--- config.mk ---
export PLATFORM = sky130hd
export DESIGN_NAME = seg_scan_flat
export DESIGN_NICKNAME = d
export VERILOG_FILES = /design/src/rtl/seg_pkg.sv /design/src/rtl/seg_scan_if.sv /design/src/rtl/seg_scan_timer.sv /design/src/rtl/seg_scan.sv /design/src/flat_wrapper.sv
export SDC_FILE = /design/constraint.sdc
export NUM_CORES = 1
export LEC_CHECK = 0
export BUFFER_PORTS_ARGS = -buffer_cell sky130_fd_sc_hd__buf_2
export CAP_MARGIN = 20
export CORE_AREA = 2 2 58 82
export CTS_CLUSTER_SIZE = 40
export DETAILED_ROUTE_END_ITERATION = 6
export DIE_AREA = 0 0 60 84
export GPL_ROUTABILITY_DRIVEN = 0
export PLACE_DENSITY_LB_ADDON = 0.1
export RECOVER_POWER = 25
export SETUP_SLACK_MARGIN = 0.5
export SYNTH_ARGS = -nofsm -noshare
export SYNTH_HDL_FRONTEND = slang
export SYNTH_SLANG_ARGS = --single-unit
--- constraint.sdc ---
create_clock -name clk -period 2.09 [get_ports clk]
set_input_delay 0.1045 -clock clk [delete_from_list [all_inputs] [get_ports clk]]
set_output_delay 0.1045 -clock clk [all_outputs]
set_load 0.01 [all_outputs]
--- src/rtl/seg_pkg.sv ---
// Shared constants and FSM state type for the seven-segment scan driver.
package seg_pkg;

  localparam int unsigned BCD_W = 4;

  typedef enum logic {
    GUARD,
    ACTIVE
  } state_t;

  // Explicit minus for users that want one; codes 10..15 all render as a dash.
  localparam logic [BCD_W-1:0] DASH = 4'hA;

endpackage

--- src/rtl/seg_scan_if.sv ---
// Value-source / display-side bundle for seg_scan.
interface seg_scan_if
  import seg_pkg::*;
#(
  parameter int unsigned DIGITS = 4
);

  logic                      load;
  logic [BCD_W*DIGITS-1:0]   bcd_in;
  logic [DIGITS-1:0]         dp_in;
  logic [BCD_W-1:0]          num;
  logic [DIGITS-1:0]         dig_sel;
  logic                      dp;

  modport master (
    output load, bcd_in, dp_in,
    input  num, dig_sel, dp
  );

  modport slave (
    input  load, bcd_in, dp_in,
    output num, dig_sel, dp
  );

endinterface

--- src/rtl/seg_scan_timer.sv ---
// Reloadable down-counter pacing the GUARD/ACTIVE phases of seg_scan.
module scan_timer #(
  parameter int unsigned     W    = 8,
  parameter logic [W-1:0]    INIT = '0
) (
  input  logic         clk,
  input  logic         rst,
  input  logic         reload,
  input  logic [W-1:0] value,
  output logic         terminal
);

  logic [W-1:0] count;

  always_ff @(posedge clk) begin
    if (rst) begin
      count <= INIT;
    end else if (reload) begin
      count <= value;
    end else begin
      count <= count - 1'b1;
    end
  end

  assign terminal = (count == '0);

endmodule

--- src/rtl/seg_scan.sv ---
// Multiplexed N-digit seven-segment scan driver with inter-digit guard time.
// Optional leading-zero blanking is enabled by defining SEG_SCAN_LZB_EN.
module seg_scan
  import seg_pkg::*;
#(
  parameter int unsigned DIGITS = 4,
  parameter int unsigned DIV    = 50000,
  parameter int unsigned GUARD  = 16
) (
  input  logic       clk,
  input  logic       rst,
  seg_scan_if.slave  bus
);

  localparam int unsigned IDX_W = $clog2(DIGITS);
  localparam int unsigned CNT_W = $clog2((DIV > GUARD) ? DIV : GUARD);

  state_t                        state;
  logic [IDX_W-1:0]              idx;
  logic [DIGITS-1:0][BCD_W-1:0]  sh_bcd;
  logic [DIGITS-1:0]             sh_dp;
  logic [BCD_W-1:0]              num_r;
  logic [DIGITS-1:0]             sel_r;
  logic                          dp_r;

  logic                          terminal;
  logic [CNT_W-1:0]              reload_val;
  logic [DIGITS-1:0]             sel_idx;
  logic                          blank;

  // Every state change happens on terminal, so the timer reloads exactly then.
  scan_timer #(
    .W    (CNT_W),
    .INIT (CNT_W'(GUARD - 1))
  ) u_timer (
    .clk      (clk),
    .rst      (rst),
    .reload   (terminal),
    .value    (reload_val),
    .terminal (terminal)
  );

  always_comb begin
    reload_val = (state == seg_pkg::GUARD) ? CNT_W'(DIV - 1) : CNT_W'(GUARD - 1);
  end

  always_comb begin
    sel_idx      = '0;
    sel_idx[idx] = 1'b1;
  end

`ifdef SEG_SCAN_LZB_EN
  // Blank when this digit and all more-significant digits are zero; digit 0 always shows.
  always_comb begin
    blank = (idx != '0);
    for (int unsigned k = 0; k < DIGITS; k++) begin
      if ((k >= 32'(idx)) && (sh_bcd[k] != '0)) begin
        blank = 1'b0;
      end
    end
  end
`else
  always_comb begin
    blank = 1'b0;
  end
`endif

  always_ff @(posedge clk) begin
    if (rst) begin
      state  <= seg_pkg::GUARD;
      idx    <= '0;
      sh_bcd <= '0;
      sh_dp  <= '0;
      num_r  <= '0;
      sel_r  <= '0;
      dp_r   <= 1'b0;
    end else begin
      if (bus.load) begin
        sh_bcd <= bus.bcd_in;
        sh_dp  <= bus.dp_in;
      end
      if (terminal) begin
        if (state == seg_pkg::GUARD) begin
          state <= seg_pkg::ACTIVE;
          num_r <= sh_bcd[idx];
          dp_r  <= sh_dp[idx] & ~blank;
          sel_r <= blank ? '0 : sel_idx;
        end else begin
          state <= seg_pkg::GUARD;
          sel_r <= '0;
          idx   <= (idx == IDX_W'(DIGITS - 1)) ? '0 : idx + 1'b1;
        end
      end
    end
  end

  assign bus.num     = num_r;
  assign bus.dig_sel = sel_r;
  assign bus.dp      = dp_r;

endmodule

--- src/flat_wrapper.sv ---
// flat-port wrapper written by rule: the top's interface ports become plain ports
module seg_scan_flat import seg_pkg::*;
#(
  parameter int unsigned DIGITS = 4,
  parameter int unsigned DIV    = 50000,
  parameter int unsigned GUARD  = 16
)
  (clk, rst, bus_load, bus_bcd_in, bus_dp_in, bus_num, bus_dig_sel, bus_dp);
  seg_scan_if #(.DIGITS(DIGITS)) bus_i ();
  input  logic clk;
  input  logic rst;
  input wire logic [$bits(bus_i.load)-1:0] bus_load;
  input wire logic [$bits(bus_i.bcd_in)-1:0] bus_bcd_in;
  input wire logic [$bits(bus_i.dp_in)-1:0] bus_dp_in;
  output wire logic [$bits(bus_i.num)-1:0] bus_num;
  output wire logic [$bits(bus_i.dig_sel)-1:0] bus_dig_sel;
  output wire logic [$bits(bus_i.dp)-1:0] bus_dp;
  assign bus_i.load = bus_load;
  assign bus_i.bcd_in = bus_bcd_in;
  assign bus_i.dp_in = bus_dp_in;
  assign bus_num = bus_i.num;
  assign bus_dig_sel = bus_i.dig_sel;
  assign bus_dp = bus_i.dp;
  seg_scan #(.DIGITS(DIGITS), .DIV(DIV), .GUARD(GUARD)) u_core (.clk(clk), .rst(rst), .bus(bus_i));
endmodule
==> impl_metrics.json, run 1 <==
{
  "final_util_pct": 59.0,
  "num_io_pins": 32,
  "p_leak_nw": 1.09,
  "wl_um": 4380,
  "finalMaxSlewViolations": 0,
  "grt_usage_pct": 18.4,
  "critPathTopFamily": "simple AND/OR/NAND/NOR gates",
  "dp_slack_ns": 0.0579,
  "final_nets": 285,
  "syn_to_final_growth_pct": 23.3,
  "pwr_density_cell_mw_per_mm2": 616,
  "cts_tree": "yes",
  "grt_pass1_vias": 1612,
  "min_from": "bus_bcd_in[8]",
  "num_antenna_cells": 0,
  "drt_pass1_iterations": 3,
  "finalSetupViolations": 0,
  "critical_path_class": "reg2reg",
  "max_stage_delay_ns": 0.59,
  "reg2reg_depth": 5,
  "vdd_ir_drop_max_uv": 446,
  "cp_common_cell": "or4_4",
  "clk_pin_slew_ns": 0.09,
  "ys_types": 32,
  "cp_max_fo": 6,
  "post_dp_cell_area_sq_mm": 0.00237,
  "design.die.area_sq_mm": 0.00504,
  "synth_area_leaders": "dfxtp_1 (46%), mux2i_1 (10%), nor2_1 (6.4%)",
  "yosysTopAreaCell": "dfxtp_1",
  "synth.avg_cell_area_sq_um": 9.96,
  "drtIter0Drc": 37,
  "grt_antenna_before_repair": 0,
  "grt_max_degree": 37,
  "fin_skew_ns": 0.00525,
  "netlist.area_leader.share_pct": 45.7,
  "fp.dieW_um": 60,
  "cp_data_arrival_time_ns": 2.10,
  "wl_per_cell_um": 13.7,
  "cap_violations": 0,
  "dpl.hpwl_um": 3010,
  "cts.htree.levels": 2,
  "antenna_left": 0,
  "critPathBufInv": 1,
  "fmax_mhz": 512,
  "report.final.hold_viol_count": 0,
  "endpoint_kind": "flop",
  "synth_seq_cells": 48,
  "cts_buffers": 5,
  "path_cells": "or4_4 -> buf_4 -> or4_4 -> nand2_1 -> a21oi_1",
  "tns_ns": 0,
  "die_h_um": 84,
  "regToRegStartpoint": "u_core.u_timer.count[8]",
  "rsz0062_at_grt": "true",
  "synth.cell_area_sq_mm": 0.00210,
  "cts_buffer_depth": 2,
  "drcViolationCount": 0,
  "vias": 1619,
  "r2r-end": "u_core.bus.dig_sel[2]",
  "holdPathEnd": "u_core.sh_bcd[8]",
  "required_ns": 2.24,
  "rows": 29,
  "clock_latency_ns": 0.29,
  "final.setup.worst_slack_ns": 0.137,
  "slew_headroom_pct": 7.19,
  "root_buffer": "clkbuf_8",
  "io_buffers": 31,
  "ys_seq_area_share_pct": 45.7,
  "syn_inst": 211,
  "period_needed_ns": 1.95,
  "outcome": "completed",
  "crit_path_top_delay_cell": "or4_4",
  "grt_pass1_wl_um": 7130,
  "hold_path_depth": 3,
  "yosysWarnings": 0,
  "vias_per_cell": 5.06,
  "fp.coreArea_sq_mm": 0.00439,
  "r2r_setup_slack_ns": 0.14,
  "layout-drive-gt1-share_pct": 33.3,
  "start_util_pct": 47.8,
  "overflow": 0,
  "tightest_slew_ns": 1.39,
  "holdCritPathClass": "in2reg",
  "finalCritPeriodShare_pct": 93.4,
  "cts.sinks": 48,
  "final_area_sq_mm": 0.00259,
  "startpoint_type": "flop",
  "synth_nets": 239
}
-- where the power goes --
| group | switching (mW) | internal, mW |
|---|---|---|
| clock network | 0.295 | 0.239 |
| logic | 0.0482 | 0.0540 |
| registers | 0.0162 | 0.942 |
-- state kept, by name, indices dropped and copies added, names as in the netlist --
signal	count
u_core.idx	2
u_core.sh_dp	4
u_core.bus.num	4
u_core.bus.dig_sel	4
u_core.bus.dp	1
u_core.sh_bcd	16
u_core.u_timer.count	16
u_core.state	1
-- logic make-up (layout without fill, tap and decap cells) --
logic type / Yosys count / count (layout) / share of synthesized area [%]
and+or+nand+nor: 78 / 79 / 20.6
xor gates and xnor gates: 10 / 10 / 4.17
DFF: 48 / 48 / 45.7
muxes: 27 / 27 / 15.8
AOI/OAI and AO/OA: 25 / 25 / 6.67
adders and majority gates: 5 / 5 / 2.98
buffers and inverters: 18 / 64 / 3.99
-- what timing repair did --
action / in CTS / in global routing
hold buffers: 0 / 0
gates resized for setup: 10 / 6
setup buffers: 8 / 1
cloned: 0 / 1
endpoints found under the setup margin: 28 / 28
hold endpoints to repair: 0 / 0
pin swaps: 4 / 4
-- routing by layer --
metal	global-route usage, %	wire length [um]	vias to the layer above
met5	0	0	-
met4	5.45	30	0
met3	4.03	100	2
met2	32.8	2420	19
met1	21.0	1830	770
li1	-	-	828
-- stage by stage --
step           hold WS (ns)  power (mW)  std cells
2_1_floorplan         0.251        1.05        211
3_3_place_gp          0.338        1.08        302
3_5_place_dp          0.346        1.08        302
4_1_cts              0.0336        1.62        318
5_1_grt              0.0396        1.67        320
6_report             0.0392        1.60        320
-- cell type report --
cell class | count | area [sq um]
clock buffer | 7 | 76.3
clock inverter | 1 | 8.76
fill | 410 | 1800
inverter | 5 | 18.8
multi-input combinational | 146 | 1120
sequential | 48 | 966
tap | 62 | 77.6
timing repair buffer | 51 | 319
-- Yosys cell counts, drive strengths merged --
cell type  count
nand2b         1
nor4           5
or4b           3
clkbuf        10
or4            5
a211o          1
dfxtp         48
a311oi         1
or2            1
o31ai          3
xnor2          9
o21ai          6
or3            4
a21oi         14
mux2i         22
nor3           3
nand2         14
buf            3
nand3b         4
nor4b          1
xor2           1
ha             5
nand3          1
inv            5
nor2          36
mux4           5
-- how the worst max path moves through the flow --
stage                                    end  cells after the start                     from
detailed placement   u_core.u_timer.count[7]                      6  u_core.u_timer.count[1]
global placement    u_core.u_timer.count[11]                      6  u_core.u_timer.count[1]
finish                 u_core.bus.dig_sel[2]                      5  u_core.u_timer.count[8]
floorplan                  u_core.bus.num[3]                      8  u_core.u_timer.count[1]
global route               u_core.bus.num[0]                      7  u_core.u_timer.count[8]
CTS                        u_core.bus.num[1]                      6  u_core.u_timer.count[1]
-- tightest hold or removal path: stages --
cell and delay (ns):
buf_2 0.07, mux2i_1 0.05, nor2_1 0.07
-- cells in the final DEF, fill, tap and decap left out, types with 2 or more instances in the layout --
master,netlist,routed
nand3b_1,4,4
buf_4,0,16
a21oi_1,14,13
buf_2,1,30
dfxtp_2,0,4
nand2_1,14,13
or3_1,4,3
nor4_4,1,2
nor3_1,3,3
or4_4,2,5
o31ai_1,3,2
nor4_1,2,2
mux2i_1,22,22
o21ai_1,5,5
or4b_4,0,2
dfxtp_1,48,44
xnor2_1,9,9
mux4_2,5,5
ha_1,5,4
buf_6,2,4
clkbuf_8,0,5
inv_1,5,3
nor2_1,36,35
inv_2,0,2
clkbuf_1,10,3
Note: power is estimated with default switching activity, not from simulation.
==> inputs of run 2 (changes only) <==
CORE_AREA = 8 8 64 88   (was 2 2 58 82)
DIE_AREA = 0 0 72 96   (was 0 0 60 84)
==> run 2 against run 1 <==
  * Largest power group unchanged
  * Non-clock buffer count up 1
  * First-iteration DRC count up 130%
  * Global-route usage down 4.7 points
  * Sequential power about the same
  * Combinational power about the same
  * Clock skew about the same
  * Clock-buffer cell count unchanged
  * Die area up 37%
  * Cell count up 0.31%
  * Clock power up 6.9%
  * Maximum frequency up 1.5%
  * Register-to-register slack better by 0.03 ns
==> impl_metrics.json, run 2 (synthesized netlist as in run 1, its figures left out) <==
{
  "intPower_mw": 1.27,
  "dp_slack_ns": 0.0545,
  "clock_latency_ns": 0.30,
  "min_from": "bus_bcd_in[10]",
  "fillers": 391,
  "layout-drive-gt1-share_pct": 36.3,
  "report.final.hold_viol_count": 0,
  "final_area_sq_mm": 0.00265,
  "antenna_left": 0,
  "drcViolationCount": 0,
  "startpoint_type": "flop",
  "period_needed_ns": 1.92,
  "grt_pass1_wl_um": 7560,
  "root_buffer": "clkbuf_8",
  "outcome": "completed",
  "comb_power_share_pct": 6.4,
  "rows": 29,
  "endpoint_kind": "flop",
  "grt_max_degree": 37,
  "cts_buffer_depth": 2,
  "wl_per_cell_um": 13.6,
  "critical_path_class": "reg2reg",
  "die_h_um": 96,
  "dpl.hpwl_um": 3060,
  "finalMaxSlewViolations": 0,
  "fp.coreArea_sq_mm": 0.00439,
  "power_mw": 1.63,
  "cts.sinks": 48,
  "vias_per_cell": 5.15,
  "finalCritPeriodShare_pct": 92.1,
  "fin_skew_ns": 0.00573,
  "dp.cells": 304,
  "cts_tree": "yes",
  "final_common_cell": "dfxtp_1",
  "path_cells": "inv_2 -> ha_4 -> or4b_4 -> buf_4 -> or4_4 -> nand2_1 -> a21oi_2",
  "layout.cells.most_common_list": "dfxtp_1 (45), nor2_1 (34), buf_2 (30)",
  "p_leak_nw": 1.10,
  "design.die.area_sq_mm": 0.00691,
  "grt_usage_pct": 13.7,
  "p_switching_uw": 367,
  "drt_pass1_iterations": 4,
  "sw_frac_of_total_pct": 22.5,
  "holdCritPathClass": "in2reg",
  "slew_headroom_pct": 6.51,
  "io_buffers": 31,
  "final.setup.worst_slack_ns": 0.166,
  "syn_to_final_growth_pct": 26.3,
  "cp_data_arrival_time_ns": 2.08,
  "wl_um": 4380,
  "drtIter0Drc": 84,
  "fp.dieW_um": 72,
  "overflow": 0,
  "finalSetupViolations": 0,
  "holdPathEnd": "u_core.sh_bcd[10]",
  "post_dp_cell_area_sq_mm": 0.00239,
  "pwr_density_cell_mw_per_mm2": 616,
  "grt_antenna_before_repair": 0,
  "cap_violations": 0,
  "r2r_setup_slack_ns": 0.17,
  "num_antenna_cells": 0,
  "vias": 1654,
  "tns_ns": 0,
  "hold_path_depth": 3,
  "reg2reg_depth": 7,
  "grt_pass1_vias": 1666,
  "num_io_pins": 32,
  "clk_pin_slew_ns": 0.09,
  "r2r-end": "u_core.bus.dig_sel[0]",
  "rsz0062_at_grt": "true",
  "whs_ns": 0.0344,
  "fmax_mhz": 520,
  "required_ns": 2.25,
  "hold_buffers": 0,
  "final_cells": 321,
  "final_util_pct": 60.4,
  "cts_buffers": 5,
  "start_util_pct": 47.8,
  "p_seq_share_pct": 58.6,
  "vdd_ir_drop_max_uv": 524,
  "tightest_slew_ns": 1.40,
  "reg_top3": "u_core.sh_bcd x16, u_core.u_timer.count x16",
  "clkPwrFrac_pct": 35.0,
  "crit_path_top_delay_cell": "or4b_4",
  "cts.htree.levels": 2,
  "regToRegStartpoint": "u_core.u_timer.count[1]",
  "final_nets": 286,
  "max_stage_delay_ns": 0.49,
  "cp_max_fo": 5
}
-- run 2: cell types whose count changed in the layout (fill, tap and decap cells not counted), sizes merged --
cell | previous run | this run
buf | 50 | 51
clkinvlp | 0 | 1
clkinv | 1 | 0
-- run 2: repair_timing --
action / 4_1_cts / 5_1_grt
cloned: 1 / 0
resized for setup: 14 / 10
hold endpoints to repair: 0 / 0
pin swaps: 14 / 6
endpoints found under the setup margin: 28 / 28
setup buffers: 6 / 2
-- run 2: power by group through the flow --
stage	clock (mW)	combinational, mW	sequential (mW)
2_1_floorplan	0	0.0721	0.975
3_3_place_gp	0	0.0992	0.979
3_5_place_dp	0	0.102	0.979
4_1_cts	0.584	0.106	0.958
5_1_grt	0.614	0.115	0.962
6_report	0.572	0.105	0.958
-- run 2: final cells by class --
| class | instances | area, sq um | share of cell area [%] |
|---|---|---|---|
| tap | 62 | 77.6 | 2.92 |
| inverter | 5 | 18.8 | 0.708 |
| clock inverter | 1 | 7.51 | 0.283 |
| sequential | 48 | 965 | 36.4 |
| clock buffer | 7 | 86.3 | 3.25 |
| timing repair buffer | 52 | 327 | 12.3 |
| multi-input combinational | 146 | 1170 | 44.2 |
-- run 2: worst max-delay path by stage --
stage                            startpoint                      end  depth (start not counted)
floorplan           u_core.u_timer.count[1]        u_core.bus.num[3]                          8
CTS                 u_core.u_timer.count[1]    u_core.bus.dig_sel[3]                          7
detailed placement  u_core.u_timer.count[8]  u_core.u_timer.count[7]                          4
finish              u_core.u_timer.count[1]    u_core.bus.dig_sel[0]                          7
global placement    u_core.u_timer.count[8]  u_core.u_timer.count[5]                          4
global route        u_core.u_timer.count[0]    u_core.bus.dig_sel[1]                          8
-- run 2: routing by layer --
layer / wire, um / up-vias / GRT usage [%]
met5: 0 / - / 0
met4: 62 / 0 / 6.32
met3: 208 / 6 / 3.75
met2: 2300 / 37 / 25.0
met1: 1800 / 780 / 14.4
li1: - / 831 / -
-- run 2: critical path, delay by kind of cell, from the launching register on --
family / cells / cell delay (ns)
AOI/OAI and AO/OA: 1 / 0.05
adders and majority gates: 1 / 0.12
buffers and inverters: 2 / 0.22
DFF: 1 / 0.33
and+or+nand+nor: 3 / 1.05
==> inputs of run 3 (changes only) <==
BUFFER_PORTS_ARGS = default   (was -buffer_cell sky130_fd_sc_hd__buf_2)
CORE_AREA = 8 8 61 84   (was 8 8 64 88)
DIE_AREA = 0 0 69 92   (was 0 0 72 96)
DONT_BUFFER_PORTS = 1   (was default)
==> run 3 against run 2 <==
  * Via count is 8.2% higher
  * Sequential share of layout area is 3.6 points lower
  * Register-to-register slack worse by 0.02 ns
  * Power is 2.7% higher
  * Setup slack worse by 0.016 ns
  * Maximum frequency is 0.85% lower
  * Sequential power is 0.4% higher
  * Hold slack better by 0.0096 ns
  * Combinational power is 59% higher
  * Critical path type unchanged
  * Critical endpoint is now u_core.bus.dig_sel[1]
  * Largest cell class unchanged
  * Largest power group unchanged
  * Highest routed layer unchanged
==> impl_metrics.json, run 3 (synthesized netlist as in run 1, its figures left out) <==
{
  "finalMaxSlewViolations": 0,
  "critPathBufInv": 2,
  "p_seq_share_pct": 57.3,
  "busiest_layer": "met2",
  "final_cells": 313,
  "vdd_ir_drop_max_uv": 699,
  "dp.cells": 251,
  "final_nets": 297,
  "reg2reg_depth": 7,
  "report.final.hold_viol_count": 0,
  "crit_path_top_delay_cell": "or4b_4",
  "period_needed_ns": 1.94,
  "reg_top3": "u_core.sh_bcd x16, u_core.u_timer.count x16",
  "grt_pass1_vias": 1882,
  "num_io_pins": 32,
  "io_buffers": 0,
  "pwr_density_cell_mw_per_mm2": 568,
  "clk_pin_slew_ns": 0.09,
  "hold_path_depth": 2,
  "num_antenna_cells": 0,
  "cts.htree.levels": 2,
  "grtUsageMet3_pct": 4.53,
  "p_leak_nw": 1.13,
  "die_h_um": 92,
  "rsz0062_at_grt": "true",
  "path_cells": "inv_2 -> ha_4 -> or4b_4 -> buf_6 -> or4_4 -> nand2_1 -> a21oi_2",
  "drtIter0Drc": 155,
  "power_mw": 1.68,
  "endpoint_kind": "flop",
  "cts_tree": "yes",
  "antenna_left": 0,
  "final_area_sq_mm": 0.00296,
  "dpl.hpwl_um": 3290,
  "clkPwrFrac_pct": 32.7,
  "p_switching_uw": 390,
  "start_util_pct": 54.5,
  "grt_antenna_before_repair": 0,
  "layout.cells.most_common_list": "dfxtp_1 (43), dlygate4sd3_1 (40), nor2_1 (32)",
  "comb_power_share_pct": 9.9,
  "outcome": "completed",
  "layout-drive-gt1-share_pct": 27.8,
  "cts_buffers": 5,
  "dp_slack_ns": 0.0536,
  "intPower_mw": 1.29,
  "regToRegStartpoint": "u_core.u_timer.count[0]",
  "holdPathEnd": "u_core.u_timer.count[5]",
  "required_ns": 2.29,
  "met1_usage_pct": 16.0,
  "fin_skew_ns": 0.00790,
  "cts_buffer_depth": 2,
  "post_dp_cell_area_sq_mm": 0.00219,
  "startpoint_type": "flop",
  "cap_violations": 0,
  "finalCritPeriodShare_pct": 92.8,
  "fp.dieW_um": 69,
  "fp.coreArea_sq_mm": 0.00385,
  "root_buffer": "clkbuf_8",
  "holdCritPathClass": "in2reg",
  "tightest_slew_ns": 0.521,
  "r2r-end": "u_core.bus.dig_sel[1]",
  "tns_ns": 0,
  "sw_frac_of_total_pct": 23.2,
  "final.setup.worst_slack_ns": 0.149,
  "rows": 27,
  "critPathTopFamily": "simple AND/OR/NAND/NOR gates",
  "grtUsageMet2_pct": 33.7,
  "finalSetupViolations": 0,
  "syn_to_final_growth_pct": 40.7,
  "drt_pass1_iterations": 4,
  "wl_per_cell_um": 18.7,
  "max_stage_delay_ns": 0.50,
  "slew_headroom_pct": 65.2,
  "overflow": 0,
  "cts.sinks": 48,
  "cp_max_fo": 5,
  "fillers": 245,
  "cp_data_arrival_time_ns": 2.14,
  "clock_latency_ns": 0.30,
  "regArea_sq_um": 970,
  "wl_um": 5870,
  "drcViolationCount": 0,
  "r2r_setup_slack_ns": 0.15,
  "critical_path_class": "reg2reg",
  "vias_per_cell": 5.72,
  "grt_usage_pct": 17.3,
  "design.die.area_sq_mm": 0.00635,
  "fmax_mhz": 515,
  "grt_max_degree": 36,
  "final_common_cell": "dfxtp_1",
  "grt_pass1_wl_um": 9000,
  "multi_input_area_sq_mm": 0.00121,
  "min_from": "rst",
  "vias": 1790
}
==> run 3: worst max path at each step <==
stage,start,cells after the start,slack (ns),end
after floorplan,u_core.u_timer.count[1],8,0.14,u_core.bus.num[3]
after global placement,u_core.u_timer.count[8],4,0.10,u_core.u_timer.count[10]
after detailed placement,u_core.u_timer.count[8],4,0.05,u_core.u_timer.count[5]
after CTS,u_core.u_timer.count[0],8,0.17,u_core.bus.dig_sel[2]
after global routing,u_core.u_timer.count[0],7,0.11,u_core.bus.dig_sel[1]
final,u_core.u_timer.count[0],7,0.15,u_core.bus.dig_sel[1]
==> run 3: metrics by stage <==
stage | util (%) | hold slack [ns]
final | 76.7 | 0.0440
after global routing | 76.7 | 0.0474
after CTS | 74.2 | 0.0196
after detailed placement | 56.8 | 0.183
after global placement | 56.8 | 0.180
after floorplan | - | 0.251
==> run 3: worst register-to-register path: stages, from the launching register on <==
cell and delay, ns:
dfxtp_2 0.35, inv_2 0.07, ha_4 0.13, or4b_4 0.50
buf_6 0.16, or4_4 0.47, nand2_1 0.12, a21oi_2 0.05
==> run 3: cell type report <==
class | count | area share (%)
Multi-Input combinational cell | 146 | 40.9
Sequential cell | 48 | 32.8
Timing Repair Buffer | 63 | 20.9
Clock buffer | 6 | 2.46
Tap cell | 43 | 1.82
Inverter | 5 | 0.635
Clock inverter | 2 | 0.550
==> run 3: repair_timing <==
action,in CTS,in global routing
hold buffers,41,0
endpoints found under the setup margin,28,28
setup buffers,7,5
cloned,1,0
hold endpoints to repair,40,0
pin swaps,22,11
resized for setup,21,17
==> run 3: power by group through the flow <==
stage	registers [mW]	clock network [mW]	logic [mW]
2_1_floorplan	0.975	0	0.0721
3_3_place_gp	0.978	0	0.0593
3_5_place_dp	0.981	0	0.0630
4_1_cts	0.959	0.556	0.155
5_1_grt	0.964	0.593	0.177
6_report	0.962	0.550	0.167
==> run 3: metal layers <==
metal | part of all wire (%) | wire length [um] | vias up
met5 | 0 | 0 | -
li1 | - | - | 855
met3 | 4.1 | 239 | 22
met4 | 3.6 | 214 | 0
met2 | 55 | 3220 | 49
met1 | 37 | 2200 | 864
